==> src/rtl/tt_um_cla8_if.sv <==
// tt_um_cla8_if -- TinyTapeout tile pin bundle for the 8-bit CLA adder.
//
// Signals:
//   ena      tile selected (ignored by the adder)
//   ui_in    operand A (dedicated inputs)
//   uio_in   operand B (bidirectional pins used as inputs)
//   uo_out   8-bit sum
//   uio_out  bidirectional output data, always 8'h00
//   uio_oe   bidirectional output enables, always 8'h00
//
// Modports:
//   master  the side that drives operands (harness / testbench)
//   slave   the adder tile itself
interface tt_um_cla8_if;
  logic       ena;
  logic [7:0] ui_in;
  logic [7:0] uio_in;
  logic [7:0] uo_out;
  logic [7:0] uio_out;
  logic [7:0] uio_oe;

  modport master (
    output ena, ui_in, uio_in,
    input  uo_out, uio_out, uio_oe
  );

  modport slave (
    input  ena, ui_in, uio_in,
    output uo_out, uio_out, uio_oe
  );
endinterface

==> src/rtl/tt_um_cla8.sv <==
// tt_um_cla8 -- 8-bit carry-lookahead adder as a TinyTapeout user tile.
//
// Structure: bitwise generate/propagate, two 4-bit lookahead groups and a
// group-level carry unit, so no carry ever ripples from bit to bit.
//
// Ports:
//   clk    clock (only used when CLA8_REG_OUT_EN is defined)
//   rst_n  asynchronous active-low reset (only used with CLA8_REG_OUT_EN)
//   bus    tt_um_cla8_if.slave: ui_in = A, uio_in = B, uo_out = (A+B) mod 256,
//          uio_out and uio_oe tied to 8'h00, ena ignored
//
// Configuration macro:
//   CLA8_REG_OUT_EN  when defined, the sum is registered (1-cycle latency,
//                    cleared asynchronously by rst_n); when undefined the
//                    output is purely combinational and no flops exist.
module tt_um_cla8 (
  input  logic           clk,
  input  logic           rst_n,
  tt_um_cla8_if.slave    bus
);

  // 4-bit lookahead group. Returns {G, P, c3, c2, c1}; every carry is a flat
  // sum-of-products of the group inputs and the group carry-in.
  function automatic logic [4:0] group_la(input logic [3:0] g,
                                          input logic [3:0] p,
                                          input logic       cin);
    logic c1, c2, c3, grp_g, grp_p;
    c1    = g[0] | (p[0] & cin);
    c2    = g[1] | (p[1] & g[0]) | (p[1] & p[0] & cin);
    c3    = g[2] | (p[2] & g[1]) | (p[2] & p[1] & g[0]) | (p[2] & p[1] & p[0] & cin);
    grp_g = g[3] | (p[3] & g[2]) | (p[3] & p[2] & g[1]) | (p[3] & p[2] & p[1] & g[0]);
    grp_p = &p;
    return {grp_g, grp_p, c3, c2, c1};
  endfunction

  logic [7:0] g;
  logic [7:0] p;
  logic [7:0] c;
  logic [4:0] grp0;
  logic [4:0] grp1;
  logic       c0;
  logic       c4;
  logic       c8;
  logic [7:0] sum;

  assign c0 = 1'b0;
  assign g  = bus.ui_in & bus.uio_in;
  assign p  = bus.ui_in ^ bus.uio_in;

  assign grp0 = group_la(g[3:0], p[3:0], c0);

  // Group carry unit: both group carries come straight from G/P terms and c0,
  // so the upper group never waits on the lower group's internal carries.
  assign c4 = grp0[4] | (grp0[3] & c0);
  assign grp1 = group_la(g[7:4], p[7:4], c4);
  assign c8 = grp1[4] | (grp1[3] & grp0[4]) | (grp1[3] & grp0[3] & c0);

  assign c   = {grp1[2:0], c4, grp0[2:0], c0};
  assign sum = p ^ c;

  assign bus.uio_out = 8'h00;
  assign bus.uio_oe  = 8'h00;

`ifdef CLA8_REG_OUT_EN
  logic [7:0] sum_q;

  // Output register; reset discards whatever sum was about to be presented.
  always_ff @(posedge clk or negedge rst_n) begin
    if (!rst_n)
      sum_q <= 8'h00;
    else
      sum_q <= sum;
  end

  assign bus.uo_out = sum_q;

  // Carry-out and ena have no pin to drive.
  logic unused_sig;
  assign unused_sig = &{1'b0, bus.ena, c8};
`else
  assign bus.uo_out = sum;

  // Combinational build: clock, reset, ena and carry-out are deliberately unused.
  logic unused_sig;
  assign unused_sig = &{1'b0, clk, rst_n, bus.ena, c8};
`endif

endmodule

==> src/flat_wrapper.sv <==
// flat-port wrapper written by rule: the top's interface ports become plain ports
module tt_um_cla8_flat 
  (clk, rst_n, bus_ena, bus_ui_in, bus_uio_in, bus_uo_out, bus_uio_out, bus_uio_oe);
  tt_um_cla8_if bus_i ();
  input  logic clk;
  input  logic rst_n;
  input wire logic [$bits(bus_i.ena)-1:0] bus_ena;
  input wire logic [$bits(bus_i.ui_in)-1:0] bus_ui_in;
  input wire logic [$bits(bus_i.uio_in)-1:0] bus_uio_in;
  output wire logic [$bits(bus_i.uo_out)-1:0] bus_uo_out;
  output wire logic [$bits(bus_i.uio_out)-1:0] bus_uio_out;
  output wire logic [$bits(bus_i.uio_oe)-1:0] bus_uio_oe;
  assign bus_i.ena = bus_ena;
  assign bus_i.ui_in = bus_ui_in;
  assign bus_i.uio_in = bus_uio_in;
  assign bus_uo_out = bus_i.uo_out;
  assign bus_uio_out = bus_i.uio_out;
  assign bus_uio_oe = bus_i.uio_oe;
  tt_um_cla8 u_core (.clk(clk), .rst_n(rst_n), .bus(bus_i));
endmodule
==> config.mk <==
export PLATFORM = sky130hd
export DESIGN_NAME = tt_um_cla8_flat
export DESIGN_NICKNAME = d
export VERILOG_FILES = /design/src/rtl/tt_um_cla8_if.sv /design/src/rtl/tt_um_cla8.sv /design/src/flat_wrapper.sv
export SDC_FILE = /design/constraint.sdc
export NUM_CORES = 1
export LEC_CHECK = 0
export ABC_AREA = 1
export ABC_CLOCK_PERIOD_IN_PS = 2300
export CORE_UTILIZATION = 31
export DETAILED_ROUTE_END_ITERATION = 6
export PLACE_DENSITY_LB_ADDON = 0.05
export SETUP_SLACK_MARGIN = 0.1
export SYNTH_ARGS = -nofsm -noshare
export SYNTH_HDL_FRONTEND = slang
export SYNTH_SLANG_ARGS = --single-unit
export TNS_END_PERCENT = 20
==> constraint.sdc <==
create_clock -name vclk -period 2.3
set_clock_uncertainty 0.15 [all_clocks]
set_input_delay 0.345 -clock vclk [all_inputs]
set_output_delay 0.345 -clock vclk [all_outputs]
set_load 0.1 [all_outputs]
After elaboration in Yosys (flattened, before gate mapping) --
Index checks and enable logic that the tools add are counted.
Operators by class: bitwise gates (word level) 33
Operator list (number):
- $and 1x1->1 | 18
- $xor 8x8->8 | 2
- $or 1x1->1 | 12
- $and 7x7->7 | 1
Word-level totals: input bits 19, register bits 0, output and inout port bits 24, logic and storage cells 33

Depth between registers and ports, before layout --
depth in word-level cells 8, depth in mapped cells 9, depth with buffers taken out 9

Worst setup path before layout --
No wires, ideal clock.
path type input-to-output, start point input port bus_uio_in[3], end point output port bus_uo_out[5], stages 6, data required time 1.805 ns, arrival time 2.826 ns, buffers on the path 0, path slack -1.021 ns, cells stage by stage ha_1 > or2_0 > nand2_1 > nand2_2 > fa_1 > xor2_1
On the way: word-level cells in the longest chain between the ends 8, elaborated cells on any way between the ends 13, classes of those cells 13 x bitwise
RTL lines:
- from (decl) | RTL line flat_wrapper.sv:9 | input wire logic [$bits(bus_i.uio_in)-1:0] bus_uio_in;
- $xor 8x8->8 | RTL line tt_um_cla8.sv:48 | assign p = bus.ui_in ^ bus.uio_in;
- $and 1x1->1 | RTL line tt_um_cla8.sv:31 | grp_g = g[3] | (p[3] & g[2]) | (p[3] & p[2] & g[1]) | (p[3] & p[2] & p[1] & g[0]);
- $or 1x1->1 / $and 1x1->1 (equally long branches) (2 in a row) | RTL line tt_um_cla8.sv:31
- $or 1x1->1 * | RTL line tt_um_cla8.sv:31
- $and 1x1->1 * | RTL line tt_um_cla8.sv:28 | c1 = g[0] | (p[0] & cin);
- $or 1x1->1 * | RTL line tt_um_cla8.sv:28
- $xor 8x8->8 * | RTL line tt_um_cla8.sv:59 | assign sum = p ^ c;
- to (decl) | RTL line flat_wrapper.sv:10 | output wire logic [$bits(bus_i.uo_out)-1:0] bus_uo_out;
Every way passes the cells marked *; elsewhere a longest branch is shown, timed or not.

Final worst setup path --
Same ends and word-level chain as after synthesis.

==> out/summary.txt <==
Outcome - complete, no violations
Finished Layout Cells - 108
TritonRoute pass-1 iters - 4
Placed Instances - 103
Final wirelength - 900 µm
Min-delay src - bus_ui_in[1]
Via-to-Cell Ratio - 4.046
Count leader, synth - buf_4
Top cells by instance count after synthesis - 16 x buf_4, 12 x nand2_1, 7 x ha_1, 7 x inv_1, 4 x nor2_1
Pin count of the biggest net entering global routing - 4
Flip-flop and latch area - 0 µm²
First-pass GRT wire length - 1.552 mm
Port Buffers - 24
Max IR drop VDD - 0.3312 mV
Syn Area/Cell - 6.933 µm²
Area Overhead vs Synth - 98.82%
Crit path cell chain - buf_6 -> ha_4 -> or2_0 -> nand2_2 -> nand2_2 -> fa_2 -> xor2_4 -> buf_12
Maxcap violations - 0
Fillers - 103
RSZ-0062 raised after global routing - yes
Clock Buffer Count - 0
Largest fanout on the critical path - 2
Pleak - 0.0004525 µW
Post-Syn Instances - 61
Routability cong. - 0.6877
Area fraction of the dominant cell type after synthesis - 28.40%
Seq_cells - 0
Die footprint - 0.001516 mm²
Post-synthesis cell area - 422.9 µm²
Fmax achieved - 445.9 MHz
Ys Warns - 0
Hold buffer count at CTS - 0
IO Pins - 43
CP required - 1.80 ns
Synth unique cells - 15
Hold Path Stages - 5
Final ANT Viol Nets - 0
Minimum clock period - 2.243 ns
Vias in the first global route - 404
Final net count - 124
Starting DRT DRC Count - 5
Antenna Cells - 0
Share of layout cells above drive strength 1 - 41.49%
Crit. End Element - output pin
DIE WIDTH - 38.94 µm
Dpl hpwl - 795 µm
Die height - 38.94 µm
Worst setup SP type - input pin
Grt ovf - 0
# rows - 12
Via count - 437
Initial Util - 35.65%
Synth top area cells - buf_4 28%, ha_1 21%, nand2_1 11%, fa_1 9.5%, inv_1 6.2%
Worst hold slack - 1.074 ns
CP max stage delay - 0.40 ns
Sequential fraction of the synthesis area - 0%
Top cell by count, worst path - nand2_2
Max-slew violation count - 0
GRT Util Overall - 13.81%
Min-delay worst type - input pin to output pin
Crit path max-delay cell type - fa_2
Worst Path Arrival - 1.75 ns
Wire per inst - 8.333 µm
Pwr Density - 669.7 mW/mm²
Finish-stage setup viols - 0
Area leader, netlist - buf_4
Crit path kind - input pin to output pin
Initial antenna violation count - 0
Fin crit share - 97.52%
Drt drc - 0
Hold Fails Final Rpt - 0
Area of the core - 0.001186 mm²
WHS Endpoint - bus_uo_out[1]
## cell usage in the layout (no fill, tap or decap)
master | netlist | final
nand4_1 | 1 | 1
conb_1 | 1 | 16
clkbuf_2 | 0 | 2
buf_2 | 0 | 2
inv_2 | 0 | 1
inv_1 | 7 | 6
ha_4 | 0 | 3
or2_0 | 1 | 1
nand3_1 | 3 | 3
xor2_4 | 0 | 1
buf_6 | 0 | 2
nand2_2 | 1 | 5
clkdlybuf4s50_1 | 0 | 4
dlygate4sd2_1 | 0 | 4
ha_1 | 7 | 3
nor2_1 | 4 | 4
nand2_1 | 12 | 8
buf_4 | 16 | 10
nand3b_1 | 1 | 1
xor2_1 | 3 | 1
a21oi_2 | 1 | 1
xor2_2 | 0 | 1
ha_2 | 0 | 1
dlymetal6s2s_1 | 0 | 2
fa_1 | 2 | 1
fa_2 | 0 | 1
xnor2_2 | 0 | 1
buf_12 | 0 | 8
## cell families (layout without fill, tap and decap cells)
kind of cell / count (synthesis) / count (layout) / share of synthesized area (%)
xor+xnor: 4 / 4 / 8.286
buf+inv: 23 / 41 / 34.62
simple gates: 23 / 23 / 23.97
fa+ha+maj: 9 / 9 / 30.18
other cells: 1 / 16 / 0.8867
compound gates: 1 / 1 / 2.071
## worst max-delay path by stage
stage | start | slack, ns | cells after the start | endpoint
after CTS | bus_ui_in[3] | 0.008 | 8 | bus_uo_out[5]
after detailed placement | bus_uio_in[3] | -0.35 | 8 | bus_uo_out[5]
after floorplan | bus_uio_in[3] | -0.08 | 6 | bus_uo_out[5]
after global placement | bus_uio_in[3] | -0.34 | 8 | bus_uo_out[5]
final | bus_uio_in[3] | 0.06 | 8 | bus_uo_out[5]
after global routing | bus_uio_in[3] | 0.004 | 8 | bus_uo_out[5]
## power by group
part	total (µW)	internal [µW]	switching, µW	leakage [µW]
clock network	0	0	0	0
logic	563	179	384	0.000453
registers	0	0	0	0
total	563	179	384	0.000453
## cell type report
cell class	instances	area, µm²	share of cell area (%)
repair buffers	34	377.9	44.94
multi-input cells	53	419.2	49.85
inverters	7	26.28	3.125
well taps	14	17.52	2.083
## worst max-delay path, delay by kind of cell
family	cells	cell delay, ns
xor+xnor	1	0.17
fa+ha+maj	2	0.62
buf+inv	2	0.29
simple gates	3	0.33
## metrics by stage
step	utilization, %	TNS (ns)	cell area [µm²]	setup slack [ns]	power, µW
after floorplan	-	-0.1579	540.5	-0.08261	406.8
after global placement	67.09	-1.017	795.8	-0.3417	548.6
after detailed placement	67.09	-1.036	795.8	-0.3477	552.5
after CTS	70.25	0	833.3	0.007753	562.7
after global routing	70.89	0	840.8	0.003648	586.9
final	70.89	0	840.8	0.05712	563.1
## metal layers
layer  wire [µm]  GRT usage (%)  vias up
met4           0              0        0
met1         361          17.18      187
li1            -              -      223
met5           0              0        -
met2         464          26.67       27
met3          74          1.156        0
## timing repair
item,in CTS,in global routing
setup buffers,4,1
gates cloned,0,0
gates resized for setup,28,9
pin swaps,19,14
endpoints found under the setup margin,6,4
hold endpoints to repair,0,0
Note: power is estimated with default switching activity, not from simulation.
